--- config.mk ---
export PLATFORM = sky130hd
export DESIGN_NAME = alu_op_sequencer
export DESIGN_NICKNAME = d
export VERILOG_FILES = /design/src/rtl/alu_op_sequencer_pkg.sv /design/src/rtl/alu_op_sequencer_decode.sv /design/src/rtl/alu_op_sequencer.sv
export SDC_FILE = /design/constraint.sdc
export NUM_CORES = 1
export LEC_CHECK = 0
export BUFFER_PORTS_ARGS = -buffer_cell sky130_fd_sc_hd__buf_2
export CAP_MARGIN = 20
export CORE_MARGIN = 2
export CORE_UTILIZATION = 35
export DETAILED_ROUTE_END_ITERATION = 7
export GPL_ROUTABILITY_DRIVEN = 0
export PLACE_DENSITY = 0.65
export SYNTH_ARGS = -nofsm -noshare
export SYNTH_HDL_FRONTEND = slang
export SYNTH_SLANG_ARGS = --single-unit
--- constraint.sdc ---
create_clock -name clock -period 4.8 [get_ports clock]
set_clock_uncertainty 0.2 [all_clocks]
set_input_delay 0.48 -clock clock [delete_from_list [all_inputs] [get_ports clock]]
set_output_delay 0.48 -clock clock [all_outputs]
set_load 0.05 [all_outputs]
--- src/rtl/alu_op_sequencer_pkg.sv ---
// ----------------------------------------------------------------------------
// Module  : alu_op_sequencer_pkg
// Brief   : ALU op codes, sequencer state encoding and op-class helper.
// Revision: 1.0
// ----------------------------------------------------------------------------
`default_nettype none

package alu_op_sequencer_pkg;

    localparam logic [4:0] OP_ADD = 5'b00011;
    localparam logic [4:0] OP_SUB = 5'b00100;
    localparam logic [4:0] OP_SHR = 5'b00101;
    localparam logic [4:0] OP_SHL = 5'b00110;
    localparam logic [4:0] OP_ROR = 5'b00111;
    localparam logic [4:0] OP_ROL = 5'b01000;
    localparam logic [4:0] OP_AND = 5'b01001;
    localparam logic [4:0] OP_OR  = 5'b01010;
    localparam logic [4:0] OP_MUL = 5'b01110;
    localparam logic [4:0] OP_DIV = 5'b01111;
    localparam logic [4:0] OP_NEG = 5'b10000;
    localparam logic [4:0] OP_NOT = 5'b10001;

    typedef enum logic [2:0] {
        ST_IDLE = 3'd0,
        ST_T3   = 3'd1,
        ST_T4   = 3'd2,
        ST_T5   = 3'd3,
        ST_T6   = 3'd4,
        ST_ERR  = 3'd5
    } state_t;

    typedef enum logic [2:0] {
        CLS_BINARY  = 3'd0,
        CLS_MULDIV  = 3'd1,
        CLS_UNARY   = 3'd2,
        CLS_SHIFT   = 3'd3,
        CLS_ILLEGAL = 3'd4
    } op_class_t;

    function automatic op_class_t op_class(input logic [4:0] op);
        case (op)
            OP_ADD, OP_SUB, OP_AND, OP_OR:  op_class = CLS_BINARY;
            OP_MUL, OP_DIV:                 op_class = CLS_MULDIV;
            OP_NEG, OP_NOT:                 op_class = CLS_UNARY;
            OP_SHR, OP_SHL, OP_ROR, OP_ROL: op_class = CLS_SHIFT;
            default:                        op_class = CLS_ILLEGAL;
        endcase
    endfunction

endpackage

`default_nettype wire

--- src/rtl/alu_op_sequencer_decode.sv ---
// ----------------------------------------------------------------------------
// Module  : alu_op_decode
// Brief   : Combinational op-code classifier for the ALU op sequencer.
// Revision: 1.0
// ----------------------------------------------------------------------------
`default_nettype none

module alu_op_decode #(
    parameter int OP_W = 5
) (
    input  logic [OP_W-1:0] op,
    output logic            is_binary,
    output logic            is_shift,
    output logic            is_unary,
    output logic            is_muldiv,
    output logic            illegal
);
    import alu_op_sequencer_pkg::*;

    op_class_t w_cls;

    // Codes wider than the defined 5 bits are illegal if any upper bit is set.
    always_comb begin
        w_cls = op_class(op[4:0]);
        if (OP_W > 5 && (op >> 5) != '0) begin
            w_cls = CLS_ILLEGAL;
        end
    end

    assign is_muldiv = (w_cls == CLS_MULDIV);
    assign is_binary = (w_cls == CLS_BINARY) || is_muldiv;
    assign is_shift  = (w_cls == CLS_SHIFT);
    assign is_unary  = (w_cls == CLS_UNARY);
    assign illegal   = (w_cls == CLS_ILLEGAL);

endmodule

`default_nettype wire

--- src/rtl/alu_op_sequencer.sv ---
// ----------------------------------------------------------------------------
// Module  : alu_op_sequencer
// Brief   : Steps one decoded ALU instruction through T3..T6, driving datapath strobes.
// Revision: 1.0
// ----------------------------------------------------------------------------
`default_nettype none

module alu_op_sequencer #(
    parameter int OP_W    = 5,
    parameter int RSEL_W  = 4,
    parameter int SHAMT_W = 5
) (
    input  logic               clock,
    input  logic               clear_n,
    input  logic               req_valid,
    output logic               req_ready,
    input  logic [OP_W-1:0]    req_op,
    input  logic [RSEL_W-1:0]  req_ra,
    input  logic [RSEL_W-1:0]  req_rb,
    input  logic [RSEL_W-1:0]  req_rc,
    input  logic [SHAMT_W-1:0] req_shamt,
    output logic [RSEL_W-1:0]  rsel,
    output logic               rout,
    output logic               rin,
    output logic               yin,
    output logic               zin,
    output logic               zlow_out,
    output logic               zhigh_out,
    output logic               lo_in,
    output logic               hi_in,
    output logic [OP_W-1:0]    alu_control,
    output logic               done,
    output logic               err
);
    import alu_op_sequencer_pkg::*;

    state_t              r_state, w_state;
    logic [OP_W-1:0]     r_op;
    logic [RSEL_W-1:0]   r_ra, r_rb, r_rc;
    logic [SHAMT_W-1:0]  r_iter, w_iter;
    logic                r_first, w_first;

    logic                w_accept;
    logic [OP_W-1:0]     w_op;
    logic [RSEL_W-1:0]   w_ra, w_rb, w_rc;
    logic                w_binary, w_shift, w_unary, w_muldiv, w_illegal;

    logic [RSEL_W-1:0]   w_rsel;
    logic                w_rout, w_rin, w_yin, w_zin, w_zlow, w_zhigh, w_lo, w_hi;
    logic [OP_W-1:0]     w_alu;
    logic                w_done, w_err, w_ready;

    // Fields as they will be held next cycle; decoding these lets outputs be registered.
    assign w_accept = (r_state == ST_IDLE) && req_valid;
    assign w_op     = w_accept ? req_op : r_op;
    assign w_ra     = w_accept ? req_ra : r_ra;
    assign w_rb     = w_accept ? req_rb : r_rb;
    assign w_rc     = w_accept ? req_rc : r_rc;

    alu_op_decode #(.OP_W(OP_W)) u_decode (
        .op        (w_op),
        .is_binary (w_binary),
        .is_shift  (w_shift),
        .is_unary  (w_unary),
        .is_muldiv (w_muldiv),
        .illegal   (w_illegal)
    );

    always_comb begin
        w_state = r_state;
        w_iter  = r_iter;
        w_first = r_first;
        case (r_state)
            ST_IDLE: begin
                if (req_valid) begin
                    w_iter  = (req_shamt == '0) ? SHAMT_W'(1) : req_shamt;
                    w_first = 1'b1;
                    if (w_illegal)     w_state = ST_ERR;
                    else if (w_unary)  w_state = ST_T4;
                    else               w_state = ST_T3;
                end
            end
            ST_T3: w_state = ST_T4;
            ST_T4: w_state = ST_T5;
            ST_T5: begin
                if (w_muldiv) begin
                    w_state = ST_T6;
                end else if (w_shift && r_iter > SHAMT_W'(1)) begin
                    w_state = ST_T3;
                    w_iter  = r_iter - SHAMT_W'(1);
                    w_first = 1'b0;
                end else begin
                    w_state = ST_IDLE;
                end
            end
            default: w_state = ST_IDLE;
        endcase
    end

    // Moore output decode for the state being entered.
    always_comb begin
        w_rsel  = '0;
        w_rout  = 1'b0;
        w_rin   = 1'b0;
        w_yin   = 1'b0;
        w_zin   = 1'b0;
        w_zlow  = 1'b0;
        w_zhigh = 1'b0;
        w_lo    = 1'b0;
        w_hi    = 1'b0;
        w_alu   = '0;
        w_done  = 1'b0;
        w_err   = 1'b0;
        w_ready = 1'b0;
        case (w_state)
            ST_IDLE: w_ready = 1'b1;
            ST_T3: begin
                w_rsel = w_first ? w_rb : w_ra;
                w_rout = 1'b1;
                w_yin  = 1'b1;
            end
            ST_T4: begin
                w_alu = w_op;
                w_zin = 1'b1;
                if (w_binary) begin
                    w_rsel = w_rc;
                    w_rout = 1'b1;
                end else if (w_unary) begin
                    w_rsel = w_rb;
                    w_rout = 1'b1;
                end
            end
            ST_T5: begin
                w_zlow = 1'b1;
                if (w_muldiv) begin
                    w_lo = 1'b1;
                end else begin
                    w_rin  = 1'b1;
                    w_rsel = w_ra;
                    w_done = !w_shift || (w_iter == SHAMT_W'(1));
                end
            end
            ST_T6: begin
                w_zhigh = 1'b1;
                w_hi    = 1'b1;
                w_done  = 1'b1;
            end
            ST_ERR: begin
                w_done = 1'b1;
                w_err  = 1'b1;
            end
            default: ;
        endcase
    end

    always_ff @(posedge clock) begin
        if (!clear_n) begin
            r_state     <= ST_IDLE;
            r_op        <= '0;
            r_ra        <= '0;
            r_rb        <= '0;
            r_rc        <= '0;
            r_iter      <= '0;
            r_first     <= 1'b0;
            req_ready   <= 1'b1;
            rsel        <= '0;
            rout        <= 1'b0;
            rin         <= 1'b0;
            yin         <= 1'b0;
            zin         <= 1'b0;
            zlow_out    <= 1'b0;
            zhigh_out   <= 1'b0;
            lo_in       <= 1'b0;
            hi_in       <= 1'b0;
            alu_control <= '0;
            done        <= 1'b0;
            err         <= 1'b0;
        end else begin
            r_state     <= w_state;
            r_op        <= w_op;
            r_ra        <= w_ra;
            r_rb        <= w_rb;
            r_rc        <= w_rc;
            r_iter      <= w_iter;
            r_first     <= w_first;
            req_ready   <= w_ready;
            rsel        <= w_rsel;
            rout        <= w_rout;
            rin         <= w_rin;
            yin         <= w_yin;
            zin         <= w_zin;
            zlow_out    <= w_zlow;
            zhigh_out   <= w_zhigh;
            lo_in       <= w_lo;
            hi_in       <= w_hi;
            alu_control <= w_alu;
            done        <= w_done;
            err         <= w_err;
        end
    end

endmodule

`default_nettype wire

==> qor.yml <==
grt_pass1_vias: 1749
slew_violations: 0
grt_start_max_net_pins: 29
via_per_inst: 5.288
port_buffers: 44
track_usage: 0.1651
synth_top_area_frac: 0.4281
cts.sinks: 45
cts_resized: 0
critPathBufInv: 0
fin_crit_sh: 0.5782
maxCapViolations: 0
rsz0062_at_grt: "false"
post_cts_buffers: 0
status: "finished clean"
synth_common_cells: "45 x dfxtp_1, 42 x nor2_1, 17 x mux2i_1"
worstMarginPinSlew_ns: 0.5310
critPathKind: "reg -> reg"
hpwl_mm: 3.701
drive_gt1_frac: 0.2283
cts_tree: "done"
pin_count: 45
rows: 28
synth_compound_area_frac: 0.1665
synth_xor_area_frac: 0.008323
initial_core_util: 0.3597
die_h_um: 81.54
synth_warnings: 0
hold_viol: 0
die_w_um: 81.54
vdd_drop_max_uv: 165.9
wl_mm: 5.014
routedWlPerCell_um: 14.28
grt-ovfl-total: 0
holdWs_ns: 0.2379
final-setup-viol-count: 0
critPathRequiredTime_ns: 4.82
synthArstFlopShare: 0
hold_buffers: 0
cp.arrival_ns: 2.80
power_density_nw_per_um2: 377.6
clk_latency_ns: 0.30
core_area_sq_um: 5851
cts-buffers-inserted: 5
synth_simple_gate_area_frac: 0.2539
cp-start-kind: "flip-flop"
worstSetupEndpointType: "flip-flop"
slowest_stage: "or4b_4"
cts_root_buf: "clkbuf_8"
cp_cell_sequence: "or4b_4 > nor2_4 > a22o_4 > a31oi_4 > nor4_2 > nand3_1 > o211ai_1"
fin_setup_tns_ns: 0
slew_headroom: 0.6410
synth_top_family_by_area: "simple AND/OR/NAND/NOR gates"
syn_area_sq_um: 2105
ys_top_cells_by_area: "dfxtp_1 43%, mux2i_1 8.1%, nor2_1 7.5%, a21oi_1 2.6%, nand2_1 2.1%"
worstPathMaxFanout: 20
fmax_mhz: 360.3
synthCells: 235
drc_errors: 0
cts_htree_levels: 2
worstHoldPathType: "in -> reg"
cts_buffer_depth: 2
nNetsFinal: 302
place_area_sq_um: 2354
area_growth_pct: 16.77
synth.most_common_cell: "dfxtp_1"
antenna_cells: 0
numPlacedInstances: 342
path_delay_family: "simple AND/OR/NAND/NOR gates"
leakagePower_nw: 1.083
instances_no_fill: 351
slowest_delay_ns: 0.76
synth_seq_cells: 45
synth_cell_types: 54
drtAntennaViolNets: 0
synth_top_cell_by_area: "dfxtp_1"
yosys-mux-area-fraction: 0.08621
utilization: 0.4200
drtIter0Drc: 124
syn_nets: 262
via_count: 1856
grt_first_pass_wirelength_mm: 8.342
drt-pass1-iter-count: 5
ys_seq_area_frac: 0.4281
antenna_found_initial: 0
avgSynthCellArea_sq_um: 8.955
clk_pin_slew_ns: 0.08
synthAdderAreaFrac: 0.01189
final_area_sq_um: 2457
die_area_sq_um: 6649
period_needed_ns: 2.776
synth_top_flop_cell: "dfxtp_1"
synth_edf_count: 0
==> report_power, final <==
part | internal, mW | total (mW) | leakage (nW) | switching (mW)
clock | 0.117 | 0.245 | 0.0512 | 0.129
sequential | 0.406 | 0.431 | 0.368 | 0.0246
combinational | 0.0866 | 0.252 | 0.663 | 0.165
total | 0.609 | 0.928 | 1.08 | 0.319
==> layout by cell type (no fill, tap or decap), drive strengths merged, types with 2 or more instances in the layout <==
master and n:
a211oi 5, a21oi 11, a31oi 4, and3b 2, buf 45, clkbuf 6, clkinv 2, dfxtp 45
ha 2, inv 8, mux2i 17, nand2 12, nand2b 2, nand3 5, nand3b 2, nand4b 4
nor2 43, nor2b 3, nor3 4, nor3b 2, nor4 3, nor4b 4, o211ai 2, o21ai 13
o22a 4, o22ai 4, or4 3, or4b 3
==> tightest hold or removal path, cell delays in order <==
cell	delay [ns]
buf_2	0.07
mux2i_1	0.07
nor2_1	0.08
==> state kept, by name (all words and copies together) (netlist names), 3 cells and up <==
signal       cells
r_rb             4
r_op             5
r_state          3
r_iter           5
rsel             4
r_ra             4
r_rc             4
alu_control      5
==> cells by family (layout without fill, tap and decap cells) <==
| family | count (synthesis) | count (layout) |
|---|---|---|
| adders and majority gates | 2 | 2 |
| buffers and inverters | 20 | 61 |
| DFF | 45 | 45 |
| muxes | 18 | 18 |
| xor gates and xnor gates | 2 | 2 |
| and+or+nand+nor | 97 | 97 |
| AOI/OAI and AO/OA | 51 | 51 |
==> metal layers <==
metal	part of all wire	GRT usage
met3	0.067	0.03297
met4	0.031	0.09492
met5	0	0
met1	0.46	0.2175
met2	0.44	0.2508
==> cell type report <==
type,count,area (sq um)
Fill cell,601,3393
Multi-Input combinational cell,170,1109
Sequential cell,45,900.9
Timing Repair Buffer,45,227.7
Tap cell,75,93.84
Clock buffer,6,82.58
Inverter,8,30.03
Clock inverter,2,13.76
==> through the flow <==
| stage | power [mW] | setup slack, ns |
|---|---|---|
| 6_report | 0.9278 | 2.024 |
| 5_1_grt | 0.9813 | 1.872 |
| 4_1_cts | 0.9318 | 1.648 |
| 3_5_place_dp | 0.6877 | 1.549 |
| 3_3_place_gp | 0.6851 | 1.697 |
| 2_1_floorplan | 0.6305 | 2.453 |
==> path summary, 6_finish.rpt <==
path                                       startpoint                  to  slack, ns  cells past startpoint
worst min register to register     r_rc[2]$_SDFF_PN0_  r_rc[2]$_SDFF_PN0_       0.30                      2
worst max-delay path            r_state[0]$_SDFF_PN0_     done$_SDFF_PN0_       2.02                      7
worst min-delay path                        req_ra[0]  r_ra[0]$_SDFF_PN0_       0.24                      3
worst max register to register  r_state[0]$_SDFF_PN0_     done$_SDFF_PN0_       2.02                      7
(Power assumes the default switching activity.)
